$ cat src/rtl/bcd_key_entry_pkg.sv
// Shared types and sizes for the BCD keypad entry block.
package bcd_key_entry_pkg;

  typedef enum logic [1:0] {
    ENTRY = 2'd0,
    CONV  = 2'd1,
    HOLD  = 2'd2
  } state_e;

  localparam int unsigned MAX_DIGITS = 4;
  localparam int unsigned DIGIT_W    = 4;
  localparam int unsigned VALUE_W    = 16;
  localparam int unsigned BIN_W      = 14;

endpackage

$ cat src/rtl/bcd_bin_step.sv
// One BCD-to-binary step: acc*10 + digit, built from shifts. Only compiled when
// BCD_KEY_ENTRY_BIN_EN is defined, because the top instantiates it only in that build.
`ifdef BCD_KEY_ENTRY_BIN_EN
module bcd_bin_step
  import bcd_key_entry_pkg::*;
(
  input  logic [BIN_W-1:0]   acc_i,
  input  logic [DIGIT_W-1:0] digit_i,
  output logic [BIN_W-1:0]   acc_o
);

  assign acc_o = (acc_i << 3) + (acc_i << 1) + BIN_W'(digit_i);

endmodule
`endif

$ cat src/rtl/bcd_key_entry.sv
// Keypad entry of up to four BCD digits, with optional serial BCD-to-binary conversion
// enabled by the macro BCD_KEY_ENTRY_BIN_EN.
module bcd_key_entry
  import bcd_key_entry_pkg::*;
(
  input  logic               clk,
  input  logic               CLR_N,
  input  logic [DIGIT_W-1:0] digit,
  input  logic               digit_vld,
  input  logic               enter,
  input  logic               clear,
  output logic [VALUE_W-1:0] value,
  output logic [2:0]         ndigits,
  output logic               busy,
  output logic               done,
  output logic               err
`ifdef BCD_KEY_ENTRY_BIN_EN
  ,
  output logic [BIN_W-1:0]   bin
`endif
);

  state_e             state_q;
  logic [VALUE_W-1:0] value_q;
  logic [2:0]         ndigits_q;
  logic               busy_q, done_q, err_q, hold_entry_q;
  logic               digit_ok;

  assign digit_ok = (digit <= 4'd9);

`ifdef BCD_KEY_ENTRY_BIN_EN
  logic [BIN_W-1:0]   acc_q, bin_q, acc_next;
  logic [1:0]         cnt_q;
  logic [VALUE_W-1:0] value_shifted;

  // Walk the digits MSB first by shifting the current one into the top nibble.
  assign value_shifted = value_q << {cnt_q, 2'b00};

  bcd_bin_step u_step (
    .acc_i   (acc_q),
    .digit_i (value_shifted[VALUE_W-1 -: DIGIT_W]),
    .acc_o   (acc_next)
  );

  assign bin = bin_q;
`endif

  always_ff @(posedge clk or negedge CLR_N) begin
    if (!CLR_N) begin
      state_q      <= ENTRY;
      value_q      <= '0;
      ndigits_q    <= '0;
      busy_q       <= 1'b0;
      done_q       <= 1'b0;
      err_q        <= 1'b0;
      hold_entry_q <= 1'b0;
`ifdef BCD_KEY_ENTRY_BIN_EN
      acc_q        <= '0;
      bin_q        <= '0;
      cnt_q        <= '0;
`endif
    end else begin
      done_q       <= 1'b0;
      err_q        <= 1'b0;
      hold_entry_q <= 1'b0;
      if (clear) begin
        state_q   <= ENTRY;
        value_q   <= '0;
        ndigits_q <= '0;
        busy_q    <= 1'b0;
`ifdef BCD_KEY_ENTRY_BIN_EN
        bin_q     <= '0;
`endif
      end else begin
        done_q <= hold_entry_q;
        unique case (state_q)
          ENTRY: begin
            if (enter) begin
`ifdef BCD_KEY_ENTRY_BIN_EN
              state_q <= CONV;
              busy_q  <= 1'b1;
              acc_q   <= '0;
              cnt_q   <= '0;
`else
              state_q      <= HOLD;
              hold_entry_q <= 1'b1;
`endif
            end else if (digit_vld) begin
              if (digit_ok && (ndigits_q != 3'(MAX_DIGITS))) begin
                value_q   <= {value_q[VALUE_W-DIGIT_W-1:0], digit};
                ndigits_q <= ndigits_q + 3'd1;
              end else begin
                err_q <= 1'b1;
              end
            end
          end
          CONV: begin
`ifdef BCD_KEY_ENTRY_BIN_EN
            acc_q <= acc_next;
            cnt_q <= cnt_q + 2'd1;
            if (cnt_q == 2'd3) begin
              bin_q        <= acc_next;
              state_q      <= HOLD;
              busy_q       <= 1'b0;
              hold_entry_q <= 1'b1;
            end
`else
            state_q <= ENTRY;
`endif
          end
          HOLD: begin
            if (!enter && digit_vld) begin
              if (digit_ok) begin
                value_q   <= {{(VALUE_W-DIGIT_W){1'b0}}, digit};
                ndigits_q <= 3'd1;
                state_q   <= ENTRY;
              end else begin
                err_q <= 1'b1;
              end
            end
          end
          default: state_q <= ENTRY;
        endcase
      end
    end
  end

  assign value   = value_q;
  assign ndigits = ndigits_q;
`ifdef BCD_KEY_ENTRY_BIN_EN
  assign busy    = busy_q;
`else
  assign busy    = 1'b0;
`endif
  assign done    = done_q;
  assign err     = err_q;

endmodule

$ cat config.mk
export PLATFORM = sky130hd
export DESIGN_NAME = bcd_key_entry
export DESIGN_NICKNAME = d
export VERILOG_FILES = /design/src/rtl/bcd_key_entry_pkg.sv /design/src/rtl/bcd_bin_step.sv /design/src/rtl/bcd_key_entry.sv
export SDC_FILE = /design/constraint.sdc
export NUM_CORES = 1
export LEC_CHECK = 0
export BUFFER_PORTS_ARGS = -buffer_cell sky130_fd_sc_hd__buf_4
export CORE_ASPECT_RATIO = 0.8
export CORE_MARGIN = 3
export CORE_UTILIZATION = 43
export DETAILED_ROUTE_END_ITERATION = 10
export PLACE_DENSITY = 0.68
export SYNTH_ARGS = -nofsm -noshare
export SYNTH_HDL_FRONTEND = slang
export SYNTH_HIERARCHICAL = 1
export SYNTH_SLANG_ARGS = --single-unit
$ cat constraint.sdc
create_clock -name clk -period 1.85 [get_ports clk]
set_input_delay 0.4625 -clock clk [delete_from_list [all_inputs] [get_ports clk]]
set_output_delay 0.4625 -clock clk [all_outputs]
set_load 0.1 [all_outputs]
==> results list <==
- Pre-CTS setup slack: between 0.07 and 0.08 ns
* Count of distinct cell types in the synthesized netlist: 25
* Post-layout util: a little under three fifths
* Top routing layer in use: met4
* Post-synthesis cell area: around 1100 µm²
* Cell types with the largest area share after synthesis: dfrtp_1 (50%), o31ai_1 (12%), nand4_1 (9.3%)
* Num CTS Buffers: 3
- Slew margin rel.: between 50% and 60%
- Data arrives at the worst endpoint at 1.79 ns.
* Endpoint type of the worst setup path: register
- Estimated wirelength of the detail-placed design: 1850 µm
* Worst skew pair latency: approximately 0.31 ns
- Maximum number of pins on one net before global-route repair: 24
- Global placer's final weighted congestion: just under 0.8
* Number of port buffers: 29
- Summing over every cut layer, the via total after detailed routing is slightly above 1000.
* Chip height: 52.2 µm
* H-tree level count: 1
- Critical Path Slowest Stage Cell: dfrtp_4
* Net count of the finished layout: roughly 150
* Area added between synthesis and finish: 23.2%
- In this run, synthesis produced a sequential element count of 23.
- Setup violations, final: 0
* Final hold slack: roughly 0.016 ns
* Most frequently used flop master after synthesis: dfrtp_1
- TritonCTS built the clock tree.
- The routed design has approximately 2700 µm of wire.
- Biggest area consumer among synthesized cells: dfrtp_1
* Clock Sink Count: 23
* Initial standard-cell utilization of the core: between 40% and 50%
- After routing, the total negative slack on setup checks comes to 0 ns.
- Net count after synthesis: between 100 and 150
* Maximum achievable frequency: 627 MHz
* Initial antenna violation count: 0
* Placed cell areas: between 1000 and 1500 µm²
- In this run, post-CTS hold repair placed 0 buffers.
- STA classifies the critical path startpoint as a register.
- Global routing used between 15 and 20% of the available tracks.
* GR Overflow Total: 0
- Wire length per cell: roughly 16 µm
* Total iterations of the first detailed-routing run: 4
- The detailed router finished its first iteration with between 40 and 50 violations.
- The path class of the tightest hold or removal check is input port to async pin.
* Worst voltage drop across the vdd grid: ~0.42 mV
- Once routing completed, OpenROAD measured the worst setup slack at ~0.26 ns.
- Static leakage: about 0.00062 µW
* Number of top-level pins: 31
* Length of routed met2 wiring: approximately 1300 µm
* Count leader, synth: dfrtp_1
- Fraction of post-synthesis cell area in the top cell type by area: about half
* Most instantiated cells after synthesis: dfrtp_1 (23), a21oi_1 (20), o31ai_1 (18)
- The finished cells cover 1410 µm².
* Post-CTS repair timing setup buffer count: 0
- Cells traversed along the worst timing path: inv_1 > ha_1 > and3b_2 > o31ai_1 > a21oi_1
- Fraction of layout cells with a size suffix above 1: a little under a third
- Vias per std cell: 5.86
- Fin crit share: a little under nine tenths
- The synthesized design contains 0 enable-type register cells.
- A synthesized cell averages between 9 and 10 µm².
* Time the final worst path needs with I/O delays and setup: 1.59 ns
- Post-CTS clock slew at the launch and capture registers of the worst setup and hold paths: 0.13 ns
- Summed over all nets, wire length on met3 after detailed routing comes to approximately 200 µm.
* Clock skew after layout: ~0.0075 ns
- Final hold vios: 0
* Core outline area: ~2500 µm²
- Cell row count: 16
- Wire length the detailed router placed on met1: 1250 µm
* Antenna fix cells: 0
- For the pin with the worst max-slew slack, the measured transition is 0.696 ns.
* Sequential cell area fraction in the yosys report: slightly above 50%
- After detailed routing, the number of remaining DRC violations is 0.
- Filler cell count: 232
* Number of warnings issued by yosys: 6
* Pwr/cell area: 650 nW/µm²
- MaxCap Viol Count: 0
- The die covers 3320 µm².
- Setup repair after global routing left no endpoint under its margin.
* Longest individual stage delay on the worst path: about 0.46 ns
* Crit path required time: between 2 and 2.5 ns
- Fraction of registers with async set or reset after synthesis: between 90% and 100%
- The floorplan step set the die width to 63.7 µm.
- Vias in the first global route: 977
- Synthesized instance count: around 120
- The number of pins exceeding their max-slew limit in the final report is 0.
- Library cell used as clock root buffer: clkbuf_4
- The first global-routing pass estimated 4600 µm of wire.
* Largest fanout on the critical path: 18
- The clock passes through at most 2 buffers.
- Outcome: finished clean
- Critical path class: register to register
- Worst path top cell family by delay: flip-flops
* Number of buffers and inverters on the critical path: 1
* Post-detailed-route count of antenna-violating nets: 0
## where the power goes
group	total, µW	switching [µW]	leakage, µW	internal, µW
Clock	228	147	0.0000177	80.7
Sequential	522	8.50	0.000312	513
Combinational	167	126	0.000292	41.3
## area by class of cell
class | instances | area (µm²) | area share, %
Inverter | 4 | 15.0 | 1.06
Multi-Input combinational cell | 75 | 490 | 34.8
Clock inverter | 1 | 5.00 | 0.355
Clock buffer | 3 | 22.5 | 1.60
Tap cell | 36 | 45.0 | 3.19
Timing Repair Buffer | 33 | 248 | 17.6
Sequential cell | 23 | 584 | 41.4
## path summary, 6_finish.rpt
check / start / end / slack, ns / cells after the start
setup / recovery: ndigits[0] / value[1] / 0.26 / 5
hold / removal: CLR_N / done / 0.02 / 1
setup reg to reg: ndigits[0] / value[1] / 0.26 / 5
hold reg to reg: hold_entry_q / done / 0.47 / 1
max in group asynchronous: CLR_N / ndigits[0] / 1.57 / 1
min in group clk: enter / hold_entry_q / 0.40 / 3
## metrics by stage
stage	power [µW]	instances
finish	916	175
global route	964	175
CTS	927	175
detailed placement	698	171
global placement	697	171
floorplan	644	115
## repair_timing
item                                   4_1_cts  5_1_grt
setup endpoints to repair                    0       18
endpoints found under the hold margin        0        0
gates resized for setup                      0        1
## cells by family (layout without fill, tap and decap cells)
family,after synthesis,after routing,share of synthesized area [%]
AO/OA/AOI/OAI,45,45,24.8
adder cells (fa/ha/maj),2,2,2.19
buffers and inverters,17,41,6.99
flip-flops,23,23,50.3
other,1,1,0.328
AND/OR/NAND/NOR,27,27,15.4
## flip-flops by register name (all words and copies together), names as in the netlist
name	cells
hold_entry_q	1
state_q	1
value	16
ndigits	3
done	1
err	1
## per-layer routing
layer / vias up / track usage [%]
met5: - / 0
met4: 0 / 2.51
met3: 2 / 5.83
met2: 41 / 27.7
met1: 497 / 24.3
li1: 486 / -
## layout by cell type (no fill, tap or decap)
cell | Yosys | layout
nand3b_1 | 2 | 2
nand2b_1 | 1 | 1
a21oi_1 | 20 | 20
buf_4 | 1 | 33
nand2_1 | 1 | 1
clkbuf_4 | 0 | 3
a311oi_1 | 1 | 1
o21ai_0 | 2 | 1
o21a_1 | 1 | 1
a31oi_1 | 1 | 1
dfrtp_4 | 0 | 2
o21ai_1 | 0 | 1
o31ai_1 | 18 | 18
clkinv_2 | 0 | 1
nor2b_1 | 2 | 2
nor3b_2 | 1 | 1
or3_1 | 1 | 1
and3b_2 | 0 | 1
conb_1 | 1 | 1
dfrtp_2 | 0 | 1
a211oi_1 | 1 | 1
nor3_1 | 1 | 1
nand4_1 | 17 | 17
inv_1 | 4 | 4
a31o_2 | 1 | 1
ha_1 | 2 | 2
dfrtp_1 | 23 | 20
No activity file was read; power rests on OpenSTA's default activity.
